<file path="config.mk">
export PLATFORM = sky130hd
export DESIGN_NAME = core_harness_ctrl_flat
export DESIGN_NICKNAME = d
export VERILOG_FILES = /design/src/rtl/core_harness_ctrl_pkg.sv /design/src/rtl/core_harness_ctrl_if.sv /design/src/rtl/core_harness_ctrl_expect_table.sv /design/src/rtl/core_harness_ctrl.sv /design/src/flat_wrapper.sv
export SDC_FILE = /design/constraint.sdc
export NUM_CORES = 2
export LEC_CHECK = 0
export BUFFER_PORTS_ARGS = -buffer_cell sky130_fd_sc_hd__buf_2
export CORE_MARGIN = 3
export CORE_UTILIZATION = 50
export CTS_BUF_LIST = sky130_fd_sc_hd__clkbuf_8
export DETAILED_ROUTE_END_ITERATION = 7
export GPL_ROUTABILITY_DRIVEN = 1
export GPL_TIMING_DRIVEN = 0
export PLACE_DENSITY_LB_ADDON = 0.05
export SYNTH_ARGS = -nofsm -noshare
export SYNTH_HDL_FRONTEND = slang
export SYNTH_SLANG_ARGS = --single-unit
</file>
<file path="constraint.sdc">
create_clock -name clk -period 28.5 [get_ports clk]
set_input_delay 8.55 -clock clk [delete_from_list [all_inputs] [get_ports clk]]
set_output_delay 8.55 -clock clk [all_outputs]
set_load 0.03 [all_outputs]
</file>
<file path="src/rtl/core_harness_ctrl_pkg.sv">
// core_harness_ctrl_pkg: shared FSM state type, halt encodings, table entry type and counter helpers
package core_harness_ctrl_pkg;
    typedef enum logic [2:0] {HOLD, RUN, CHK_ADDR, CHK_CMP, DONE} state_t;
    localparam logic [31:0] HALT_ECALL    = 32'h0000_0073;
    localparam logic [31:0] HALT_SELF_BEQ = 32'h0000_0063;
    typedef struct packed {
        logic        en;
        logic [4:0]  addr;
        logic [63:0] data;
    } check_entry_t;
    function automatic int idx_w(input int n);
        return (n > 1) ? $clog2(n) : 1;
    endfunction
    function automatic logic [31:0] sat_inc(input logic [31:0] v, input logic inc);
        return (inc && v != 32'hFFFF_FFFF) ? v + 32'd1 : v;
    endfunction
endpackage

</file>
<file path="src/rtl/core_harness_ctrl_if.sv">
// core_harness_ctrl_if: core fetch/regfile, table config and result signals of the harness
//   master: the harness controller; slave: the core / host side
interface core_harness_ctrl_if #(parameter int NUM_CHECKS = 8);
    import core_harness_ctrl_pkg::*;
    localparam int IW = idx_w(NUM_CHECKS);
    logic          core_reset;
    logic          fetch_valid;
    logic [31:0]   fetch_instr;
    logic [63:0]   fetch_pc;
    logic [4:0]    reg_rd_addr;
    logic [63:0]   reg_rd_data;
    logic          cfg_we;
    logic [IW-1:0] cfg_idx;
    logic [4:0]    cfg_addr;
    logic [63:0]   cfg_data;
    logic          cfg_en;
    logic          done;
    logic          pass;
    logic [IW-1:0] fail_idx;
    logic          timed_out;
    logic [31:0]   cycle_count;
    logic [31:0]   instr_count;
    modport master (
        output core_reset, reg_rd_addr, done, pass, fail_idx, timed_out, cycle_count, instr_count,
        input  fetch_valid, fetch_instr, fetch_pc, reg_rd_data, cfg_we, cfg_idx, cfg_addr, cfg_data, cfg_en
    );
    modport slave (
        input  core_reset, reg_rd_addr, done, pass, fail_idx, timed_out, cycle_count, instr_count,
        output fetch_valid, fetch_instr, fetch_pc, reg_rd_data, cfg_we, cfg_idx, cfg_addr, cfg_data, cfg_en
    );
endinterface

</file>
<file path="src/rtl/core_harness_ctrl_expect_table.sv">
// core_harness_ctrl_expect_table: expected-register table with one write port, one read port and next-valid search
//   we_i/wr_idx_i/wr_entry_i: entry write; rd_idx_i -> rd_addr_o/rd_data_o: combinational read
//   start_i -> nxt_o/found_o: lowest valid entry index >= start_i
module core_harness_ctrl_expect_table
    import core_harness_ctrl_pkg::*;
#(
    parameter int  NUM_CHECKS = 8,
    localparam int IW         = idx_w(NUM_CHECKS)
) (
    input  logic          clk,
    input  logic          reset,
    input  logic          we_i,
    input  logic [IW-1:0] wr_idx_i,
    input  check_entry_t  wr_entry_i,
    input  logic [IW-1:0] rd_idx_i,
    output logic [4:0]    rd_addr_o,
    output logic [63:0]   rd_data_o,
    input  logic [IW-1:0] start_i,
    output logic [IW-1:0] nxt_o,
    output logic          found_o
);
    check_entry_t tbl_q [NUM_CHECKS];
    always_ff @(posedge clk or posedge reset) begin
        if (reset) begin
            for (int i = 0; i < NUM_CHECKS; i++) tbl_q[i] <= '0;
        end else if (we_i && int'(wr_idx_i) < NUM_CHECKS) begin
            tbl_q[wr_idx_i] <= wr_entry_i;
        end
    end
    assign rd_addr_o = tbl_q[rd_idx_i].addr;
    assign rd_data_o = tbl_q[rd_idx_i].data;
    // Scanning downwards leaves the lowest qualifying index as the final winner.
    always_comb begin
        nxt_o   = '0;
        found_o = 1'b0;
        for (int i = NUM_CHECKS - 1; i >= 0; i--) begin
            if (tbl_q[i].en && i >= int'(start_i)) begin
                nxt_o   = IW'(i);
                found_o = 1'b1;
            end
        end
    end
endmodule

</file>
<file path="src/rtl/core_harness_ctrl.sv">
// core_harness_ctrl: run-and-check controller sequencing core reset, detecting end of program and checking registers
//   clk/reset: clock and async active-high reset; bus (master): core fetch/regfile, table config, sticky results
module core_harness_ctrl
    import core_harness_ctrl_pkg::*;
#(
    parameter int          NUM_CHECKS     = 8,
    parameter int          TIMEOUT_CYCLES = 4096,
    parameter int          HOLD_CYCLES    = 2,
    parameter logic [31:0] HALT_INSTR     = HALT_ECALL
) (
    input logic                 clk,
    input logic                 reset,
    core_harness_ctrl_if.master bus
);
    localparam int            IW   = idx_w(NUM_CHECKS);
    localparam logic [IW-1:0] LAST = IW'(NUM_CHECKS - 1);
    state_t        state_q, state_d;
    logic [31:0]   hold_q, hold_d;
    logic [IW-1:0] idx_q, idx_d;
    logic [IW-1:0] fail_q, fail_d;
    logic [4:0]    addr_q, addr_d;
    logic [63:0]   prev_pc_q, prev_pc_d;
    logic [31:0]   cyc_q, cyc_d;
    logic [31:0]   ins_q, ins_d;
    logic          pass_q, pass_d;
    logic          to_q, to_d;
    logic          core_rst_q;
    logic          halt, timeout, found, mism;
    logic [IW-1:0] nxt, rd_idx;
    logic [4:0]    tbl_addr;
    logic [63:0]   tbl_data;
    check_entry_t  wr_entry;
    assign wr_entry = '{en: bus.cfg_en, addr: bus.cfg_addr, data: bus.cfg_data};
    // CHK_ADDR reads the entry the search lands on; CHK_CMP reads the entry being compared.
    assign rd_idx  = (state_q == CHK_ADDR) ? nxt : idx_q;
    assign halt    = bus.fetch_valid && (bus.fetch_instr == HALT_INSTR || bus.fetch_pc == prev_pc_q);
    assign timeout = cyc_q == 32'(TIMEOUT_CYCLES - 1);
    assign mism    = bus.reg_rd_data != tbl_data;
    core_harness_ctrl_expect_table #(.NUM_CHECKS(NUM_CHECKS)) u_tbl (
        .clk        (clk),
        .reset      (reset),
        .we_i       (bus.cfg_we),
        .wr_idx_i   (bus.cfg_idx),
        .wr_entry_i (wr_entry),
        .rd_idx_i   (rd_idx),
        .rd_addr_o  (tbl_addr),
        .rd_data_o  (tbl_data),
        .start_i    (idx_q),
        .nxt_o      (nxt),
        .found_o    (found)
    );
    always_comb begin
        state_d   = state_q;
        hold_d    = hold_q;
        idx_d     = idx_q;
        fail_d    = fail_q;
        addr_d    = addr_q;
        prev_pc_d = prev_pc_q;
        cyc_d     = cyc_q;
        ins_d     = ins_q;
        pass_d    = pass_q;
        to_d      = to_q;
        case (state_q)
            HOLD: begin
                hold_d  = hold_q + 32'd1;
                state_d = (hold_q == 32'(HOLD_CYCLES - 1)) ? RUN : HOLD;
            end
            RUN: begin
                state_d   = halt ? CHK_ADDR : (timeout ? DONE : RUN);
                idx_d     = '0;
                to_d      = !halt && timeout;
                // The timeout cycle is left uncounted so cycle_count reports the limit that fired.
                cyc_d     = sat_inc(cyc_q, halt || !timeout);
                ins_d     = sat_inc(ins_q, bus.fetch_valid);
                prev_pc_d = bus.fetch_valid ? bus.fetch_pc : prev_pc_q;
            end
            CHK_ADDR: begin
                state_d = found ? CHK_CMP : DONE;
                pass_d  = !found;
                idx_d   = nxt;
                addr_d  = found ? tbl_addr : addr_q;
            end
            CHK_CMP: begin
                state_d = (mism || idx_q == LAST) ? DONE : CHK_ADDR;
                pass_d  = !mism && idx_q == LAST;
                fail_d  = mism ? idx_q : fail_q;
                idx_d   = idx_q + IW'(1);
            end
            default: ;
        endcase
    end
    always_ff @(posedge clk or posedge reset) begin
        if (reset) begin
            state_q    <= HOLD;
            hold_q     <= '0;
            idx_q      <= '0;
            fail_q     <= '0;
            addr_q     <= '0;
            prev_pc_q  <= '1;
            cyc_q      <= '0;
            ins_q      <= '0;
            pass_q     <= 1'b0;
            to_q       <= 1'b0;
            core_rst_q <= 1'b1;
        end else begin
            state_q    <= state_d;
            hold_q     <= hold_d;
            idx_q      <= idx_d;
            fail_q     <= fail_d;
            addr_q     <= addr_d;
            prev_pc_q  <= prev_pc_d;
            cyc_q      <= cyc_d;
            ins_q      <= ins_d;
            pass_q     <= pass_d;
            to_q       <= to_d;
            core_rst_q <= state_d != RUN;
        end
    end
    assign bus.core_reset  = core_rst_q;
    assign bus.reg_rd_addr = addr_d;
    assign bus.done        = state_q == DONE;
    assign bus.pass        = pass_q;
    assign bus.fail_idx    = fail_q;
    assign bus.timed_out   = to_q;
    assign bus.cycle_count = cyc_q;
    assign bus.instr_count = ins_q;
endmodule

</file>
<file path="src/flat_wrapper.sv">
// flat-port wrapper written by rule: the top's interface ports become plain ports
module core_harness_ctrl_flat import core_harness_ctrl_pkg::*;
#(
    parameter int          NUM_CHECKS     = 8,
    parameter int          TIMEOUT_CYCLES = 4096,
    parameter int          HOLD_CYCLES    = 2,
    parameter logic [31:0] HALT_INSTR     = HALT_ECALL
)
  (clk, reset, bus_core_reset, bus_reg_rd_addr, bus_done, bus_pass, bus_fail_idx, bus_timed_out, bus_cycle_count, bus_instr_count, bus_fetch_valid, bus_fetch_instr, bus_fetch_pc, bus_reg_rd_data, bus_cfg_we, bus_cfg_idx, bus_cfg_addr, bus_cfg_data, bus_cfg_en);
  core_harness_ctrl_if #(.NUM_CHECKS(NUM_CHECKS)) bus_i ();
  input logic clk;
  input logic reset;
  output wire logic [$bits(bus_i.core_reset)-1:0] bus_core_reset;
  output wire logic [$bits(bus_i.reg_rd_addr)-1:0] bus_reg_rd_addr;
  output wire logic [$bits(bus_i.done)-1:0] bus_done;
  output wire logic [$bits(bus_i.pass)-1:0] bus_pass;
  output wire logic [$bits(bus_i.fail_idx)-1:0] bus_fail_idx;
  output wire logic [$bits(bus_i.timed_out)-1:0] bus_timed_out;
  output wire logic [$bits(bus_i.cycle_count)-1:0] bus_cycle_count;
  output wire logic [$bits(bus_i.instr_count)-1:0] bus_instr_count;
  input wire logic [$bits(bus_i.fetch_valid)-1:0] bus_fetch_valid;
  input wire logic [$bits(bus_i.fetch_instr)-1:0] bus_fetch_instr;
  input wire logic [$bits(bus_i.fetch_pc)-1:0] bus_fetch_pc;
  input wire logic [$bits(bus_i.reg_rd_data)-1:0] bus_reg_rd_data;
  input wire logic [$bits(bus_i.cfg_we)-1:0] bus_cfg_we;
  input wire logic [$bits(bus_i.cfg_idx)-1:0] bus_cfg_idx;
  input wire logic [$bits(bus_i.cfg_addr)-1:0] bus_cfg_addr;
  input wire logic [$bits(bus_i.cfg_data)-1:0] bus_cfg_data;
  input wire logic [$bits(bus_i.cfg_en)-1:0] bus_cfg_en;
  assign bus_core_reset = bus_i.core_reset;
  assign bus_reg_rd_addr = bus_i.reg_rd_addr;
  assign bus_done = bus_i.done;
  assign bus_pass = bus_i.pass;
  assign bus_fail_idx = bus_i.fail_idx;
  assign bus_timed_out = bus_i.timed_out;
  assign bus_cycle_count = bus_i.cycle_count;
  assign bus_instr_count = bus_i.instr_count;
  assign bus_i.fetch_valid = bus_fetch_valid;
  assign bus_i.fetch_instr = bus_fetch_instr;
  assign bus_i.fetch_pc = bus_fetch_pc;
  assign bus_i.reg_rd_data = bus_reg_rd_data;
  assign bus_i.cfg_we = bus_cfg_we;
  assign bus_i.cfg_idx = bus_cfg_idx;
  assign bus_i.cfg_addr = bus_cfg_addr;
  assign bus_i.cfg_data = bus_cfg_data;
  assign bus_i.cfg_en = bus_cfg_en;
  core_harness_ctrl #(.NUM_CHECKS(NUM_CHECKS), .TIMEOUT_CYCLES(TIMEOUT_CYCLES), .HOLD_CYCLES(HOLD_CYCLES), .HALT_INSTR(HALT_INSTR)) u_core (.clk(clk), .reset(reset), .bus(bus_i));
endmodule
</file>
== Word-level counts from Yosys, hierarchy flattened ==
Index checks and enable logic that the tools add are counted.

* Register bits after elaboration: 737
* Bits of input ports: 237
* Logic and storage cells: 124

* Add/sub/neg operators: 4
* Magnitude comparators: 10
* Equal/unequal tests: 13
* Muxes and demuxes: 33
* Bitwise operators: 2
* Reduce and logical (&&, ||, !) cells: 27

{| class="wikitable"
|+ Operator list
! operator !! count
|-
| 560-bit bitwise mux || 1
|-
| 70-bit binary-select mux with 3-bit select || 1
|-
| 70-bit demux with 3-bit select || 1
|-
| 69-bit two-way mux || 2
|-
| 32-bit by 1-bit adder with 32-bit output, second input constant || 3
|-
| 70-bit two-way mux || 1
|-
| 64-bit equality test || 1
|-
| 32-bit inequality test, second input constant || 2
|-
| 64-bit inequality test || 1
|-
| 3-bit two-way mux || 13
|-
| 32-bit by 1-bit equality test with 1-bit output, second input constant || 1
|-
| 32-bit by 12-bit equality test with 1-bit output, second input constant || 1
|-
| 32-bit by 7-bit equality test with 1-bit output, second input constant || 1
|-
| 1-bit logical AND || 13
|-
| 3-bit case mux with 4 select lines || 1
|-
| 5-bit two-way mux || 2
|-
| 3-bit greater-or-equal comparator, first input constant || 3
|-
| 1-bit two-way mux || 9
|-
| 3-bit case mux with 3 select lines || 1
|-
| 4-bit greater-or-equal comparator, second input constant || 2
|-
| 3-bit inverter with 4-bit output || 2
|-
| 2-bit AND reduction || 4
|-
| 3-bit by 2-bit equality test with 1-bit output, second input constant || 2
|-
| 3-bit equality test, second input constant || 2
|-
| 12 further kinds || 19
|}

== Depth between registers and ports, before layout ==
* Depth in word-level cells: 19
* Mapped depth: 19

== Hierarchy ==
Synthesis repeated with hierarchy kept, for this count alone.

* Cells, all modules: 2,283
* Area, all modules: 34,327.9 um2

{| class="wikitable"
|+ Modules (own cells, without submodules)
! module !! instances !! cells an instance !! area each (um2) !! sequential area each (um2)
|-
| core_harness_ctrl_expect_table || 1 || 1,467 || 25,090.3 || 14,013.4
|-
| core_harness_ctrl || 1 || 816 || 9,237.6 || 4,510.6
|}

== Worst setup path before layout ==
Ideal clock, no wire load.

* Path kind: register to output
* Start: register u_core.idx_q[0]
* End: output bus_reg_rd_addr[0]
* Data arrival time: 3.613 ns
* Data required time: 19.950 ns
* Slack: 16.337 ns
* Stages on the path, launching flop included: 16
* Path buffers: 5
* Cell sequence: dfrtp_1 -> inv_1 -> ha_1 -> a21bo_1 -> o211ai_1 -> a211oi_2 -> nor2_1 -> buf_2 -> buf_2 -> buf_1 -> clkbuf_1 -> buf_1 -> nand2_1 -> nand3_1 -> a31oi_1 -> a21oi_1

* Longest elaborated chain between the ends: 16
* Elaborated cells between the ends (all ways): 35
* Those cells by class: order compare: 7; mux: 20; bitwise: 1; reduce/logical: 7

{| class="wikitable"
|+ RTL lines
! element !! RTL line !! source
|-
| from (decl) || core_harness_ctrl.sv:19 || <nowiki>logic [IW-1:0] idx_q, idx_d;</nowiki>
|-
| from (signal assigned) || core_harness_ctrl.sv:108 || <nowiki>idx_q <= idx_d;</nowiki>
|-
| 3-bit greater-or-equal comparator || core_harness_ctrl_expect_table.sv:37 || <nowiki>if (tbl_q[i].en && i >= int'(start_i)) begin</nowiki>
|-
| 1-bit logical AND || core_harness_ctrl_expect_table.sv:37 ||
|-
| 3-bit two-way mux (7 in series) || core_harness_ctrl_expect_table.sv:37 ||
|-
| 3-bit two-way mux || core_harness_ctrl.sv:35 || <nowiki>assign rd_idx = (state_q == CHK_ADDR) ? nxt : idx_q;</nowiki>
|-
| 3-bit inverter with 4-bit output (not written as such) || core_harness_ctrl_expect_table.sv:30 || <nowiki>assign rd_addr_o = tbl_q[rd_idx_i].addr;</nowiki>
|-
| 70-bit binary-select mux with 3-bit select || core_harness_ctrl_expect_table.sv:30 ||
|-
| 69-bit two-way mux (2 in series) || - ||
|-
| 5-bit two-way mux (*) || core_harness_ctrl.sv:81 || <nowiki>addr_d = found ? tbl_addr : addr_q;</nowiki>
|-
| 5-bit two-way mux (*) || core_harness_ctrl.sv:63 || <nowiki>case (state_q)</nowiki>
|-
| to (decl) || flat_wrapper.sv:14 || <nowiki>output wire logic [$bits(bus_i.reg_rd_addr)-1:0] bus_reg_rd_addr;</nowiki>
|}

Mark *: on every way between the ends. The rest lies on a longest branch, timed or not. The select of a mux whose other input is x is not followed.

== Final worst setup path ==
Same ends and word-level chain as after synthesis.

==> summary.md <==
| Metric | Value |
|---|---|
| CTS hold repair buffers | 0 |
| Clock slew at reported path FFs | approximately 0.06 ns |
| Drt pass-1 iters | 5 |
| Status | finished, violations left |
| Syn Area/Cell | between 10 and 15 um2 |
| Worst Setup End Kind | output pin |
| Setup crit end | bus_reg_rd_addr[0] |
| Bufs on Longest Clock Path | 3 |
| Setup crit start | u_core.idx_q[0]$_DFFE_PP0P_ |
| Wire length per cell | about 28 um |
| Routability congestion estimate | just under 1 |
| Fin Clk Skew | between 0.03 and 0.04 ns |
| Clk root buf | clkbuf_8 |
| Seq/Total Area, Yosys | 52.41% |
| Row Count | 96 |
| Mapped Area | 35340 um2 |
| Layout Nets | roughly 3.6k |
| Final antenna-violating net count | 0 |
| Slew at the pin closest to its max-slew limit | 1.611 ns |
| Count leader, synth | dfrtp_1 |
| Gr ovfl total | 0 |
| Post-synthesis register bit count | between 700 and 800 |
| CTS tree | built |
| Starting DRT DRC Count | approximately 2.9k |
| Synth area leaders | dfrtp_1, mux2_2, dfstp_2 |
| Setup bufs post-CTS | 0 |
| Final setup viols | 0 |
| Critical R2R Launch | u_core.idx_q[0]$_DFFE_PP0P_ |
| Hold WS | ~0.48 ns |
| Sequential power share | around 48% |
| Dpl hpwl | about 86 mm |
| Violated checks | capacitance limit, slew limit |
| DR vias | 27.44k |
| R2R Setup Slk | roughly 22 ns |
| Largest net degree at the start of global routing | 46 |
| Final core utilization | 59.49% |
| Final Max Tran Viols | 10 |
| Maximum VDD drop | a little under 40 uV |
| Number of synthesized flops with an enable pin | 0 |
| Share of Yosys cell area claimed by the top area cell type | between 40 and 50% |
| Number of gates resized after CTS | 0 |
| Post-synth top cells | dfrtp_1, mux2_2, nand2_1 |
| I/O Buffers | ~310 |
| Worst slack, placed | roughly 15 ns |
| Later-pin clock latency in the skew report | 0.81 ns |
| Power per standard cell area | ~66 nW/um2 |
| Distinct cells, synth | between 80 and 90 |
| P_int | 1.990 mW |
| Final worst slack | between 10 and 15 ns |
| Crit path required time | ~20 ns |
| Maximum clock rate | approximately 0.068 GHz |
| Syn_nets | ~3.2k |
| Clock H-tree levels | 4 |
| Final WL | 122.2 mm |
| RSZ-0062 raised after global routing | false |
| Layout cells sized above 1 | 37.35% |
| Initial Util | around 51% |
| Vias in the first global route | 27.50k |
| NetSw | ~0.75 mW |
| CTS sink cnt | 737 |
| Overall power | roughly 2.7 mW |
| Reg2Reg Depth | 18 |
| Crit path DAT | 6.06 ns |
| DRC | 0 |
| Leading area contributor after synthesis | dfrtp_1 |
| Number of placed I/O pins | ~310 |
| Clock share of power | ~37% |
| Tcrit/Tclk final | slightly above 50% |
| Initial antenna violation count | 28 |
| CORE AREA | 69310 um2 |
| Min Tclk post-route | approximately 15 ns |
| Maximum fanout along the worst path | 10 |
| Cell count after synthesis | a little under 3k |
| P_leak | about 19 nW |
| Worst R2R End | u_core.bus.fail_idx[1]$_DFFE_PP0P_ |
| Sw Ratio | between 20% and 30% |
| Die Height | 271.9 um |
| P&R area growth vs syn | 16.65% |
| Combinational group share of total power | ~15% |
| Max-cap violations | 1 |
| Num CTS Buffers | 134 |
| Hold Crit Class | register to register |
| Vias per inst | slightly above 6 |
| Final hold viol count | 0 |
| Die ar. | between 70000 and 80000 um2 |
| First-pass GRT wire length | 178.1 mm |
| Ys flop type | dfrtp_1 |
| WS Path Type | register to output pin |
| GR Util All Layers | between 30% and 40% |
| Yosys warnings | 0 |
| Die X | around 270 um |
| Fin Setup TNS | 0 ns |
| Slew HR | -7.792% |
| Post-synth ARST share | 100.0% |
| Startpoint Class | register |
cells by family after synthesis:
| family | synth area share (%) |
|---|---|
| AOI/OAI and AO/OA | 6.851 |
| xor gates and xnor gates | 5.105 |
| adders and majority gates | 0.2832 |
| buffers and inverters | 2.298 |
| DFF | 52.41 |
| muxes | 22.52 |
| and+or+nand+nor | 10.53 |
placed cells by master, fill, tap and decap left out, types with 8 or more instances in the layout:
cell / Yosys / layout
a2111oi_0: 69 / 69
a211oi_1: 19 / 19
a21oi_1: 53 / 53
a22oi_1: 19 / 19
a311oi_1: 10 / 10
a31oi_1: 14 / 14
a32o_1: 14 / 14
a32oi_1: 22 / 22
and3_1: 104 / 104
buf_1: 9 / 9
buf_12: 0 / 19
buf_2: 37 / 345
buf_4: 9 / 9
clkbuf_1: 111 / 111
clkbuf_8: 0 / 166
dfrtp_1: 672 / 672
dfstp_2: 65 / 65
diode_2: 0 / 16
ha_1: 8 / 8
inv_1: 20 / 63
mux2_2: 628 / 628
mux2i_1: 86 / 86
nand2_1: 278 / 278
nand2b_1: 11 / 11
nand3_1: 89 / 89
nand4_1: 39 / 39
nor2_1: 73 / 69
nor2_2: 5 / 9
nor3_1: 23 / 23
nor4_1: 58 / 58
o21ai_0: 32 / 32
or3_1: 12 / 12
xnor2_1: 109 / 109
xor2_1: 97 / 97
metrics by stage:
stage / std cells / instance area [um2]
2_1_floorplan: 2912 / 35350
6_report: 4420 / 41230
5_1_grt: 4418 / 41220
3_5_place_dp: 4174 / 38500
4_1_cts: 4404 / 41190
3_3_place_gp: 4151 / 38050
worst min-delay path by stage:
stage	start	slack, ns	cells past startpoint	endpoint
after floorplan	u_core.hold_q[31]$_DFFE_PP0P_	0.45	1	u_core.hold_q[31]$_DFFE_PP0P_
after global placement	u_core.bus.timed_out$_DFFE_PP0P_	0.47	2	u_core.bus.timed_out$_DFFE_PP0P_
after detailed placement	u_core.bus.timed_out$_DFFE_PP0P_	0.47	2	u_core.bus.timed_out$_DFFE_PP0P_
after CTS	u_core.bus.timed_out$_DFFE_PP0P_	0.49	2	u_core.bus.timed_out$_DFFE_PP0P_
after global routing	u_core.bus.timed_out$_DFFE_PP0P_	0.49	2	u_core.bus.timed_out$_DFFE_PP0P_
final	u_core.bus.cycle_count[9]$_DFFE_PP0P_	0.48	1	u_core.bus.cycle_count[9]$_DFFE_PP0P_
flip-flops by register name (all words and copies together) (netlist names):
| signal | count |
|---|---|
| u_core.hold_q | 32 |
| u_core.bus.pass | 1 |
| u_core.bus.core_reset | 1 |
| u_core.u_tbl.tbl_q | 560 |
| u_core.state_q | 3 |
| u_core.bus.fail_idx | 3 |
| u_core.bus.cycle_count | 32 |
| u_core.bus.timed_out | 1 |
| u_core.addr_q | 5 |
| u_core.prev_pc_q | 64 |
| u_core.idx_q | 3 |
| u_core.bus.instr_count | 32 |
routing by layer:
layer  vias to the layer above  GRT usage, %  part of all wire (%)  routed length (um)
met5                         -             0                 0.080                  98
li1                      11610             -                     -                   -
met1                     13980         43.18                    40               48840
met2                      1477         49.93                    45               55120
met4                        14         15.05                   4.5                5521
met3                       358         9.716                    10               12640
power by group through the flow:
stage / clock network (mW) / registers [mW] / logic, mW
after floorplan: 0 / 1.30 / 0.290
after global placement: 0 / 1.32 / 0.383
after detailed placement: 0 / 1.33 / 0.405
after CTS: 1.03 / 1.31 / 0.406
after global routing: 1.08 / 1.33 / 0.443
final: 1.01 / 1.32 / 0.411
worst max-delay path: stages, from the launching register on:
cell and delay (ns):
dfrtp_1 0.51, inv_1 0.16, ha_1 0.24, and3b_1 0.25, o21a_1 0.17, buf_2 0.28, o211ai_4 0.22, nand2_2 0.19
buf_2 0.26, buf_1 0.83, buf_2 0.46, buf_1 0.45, clkbuf_1 0.42, nand2_1 0.11, nand3_1 0.10, a31oi_1 0.11
a21oi_1 0.22, buf_2 0.24
cell type report:
type / count / area (um2)
fill: 5725 / 28080
sequential: 737 / 18520
multi-input combinational: 1986 / 16020
clock buffer: 166 / 2285
timing repair buffer: 331 / 1982
tap: 931 / 1165
buffer: 169 / 737.0
clock inverter: 64 / 400.4
inverter: 20 / 78.83
antenna: 16 / 40.04
(Power assumes the default switching activity.)
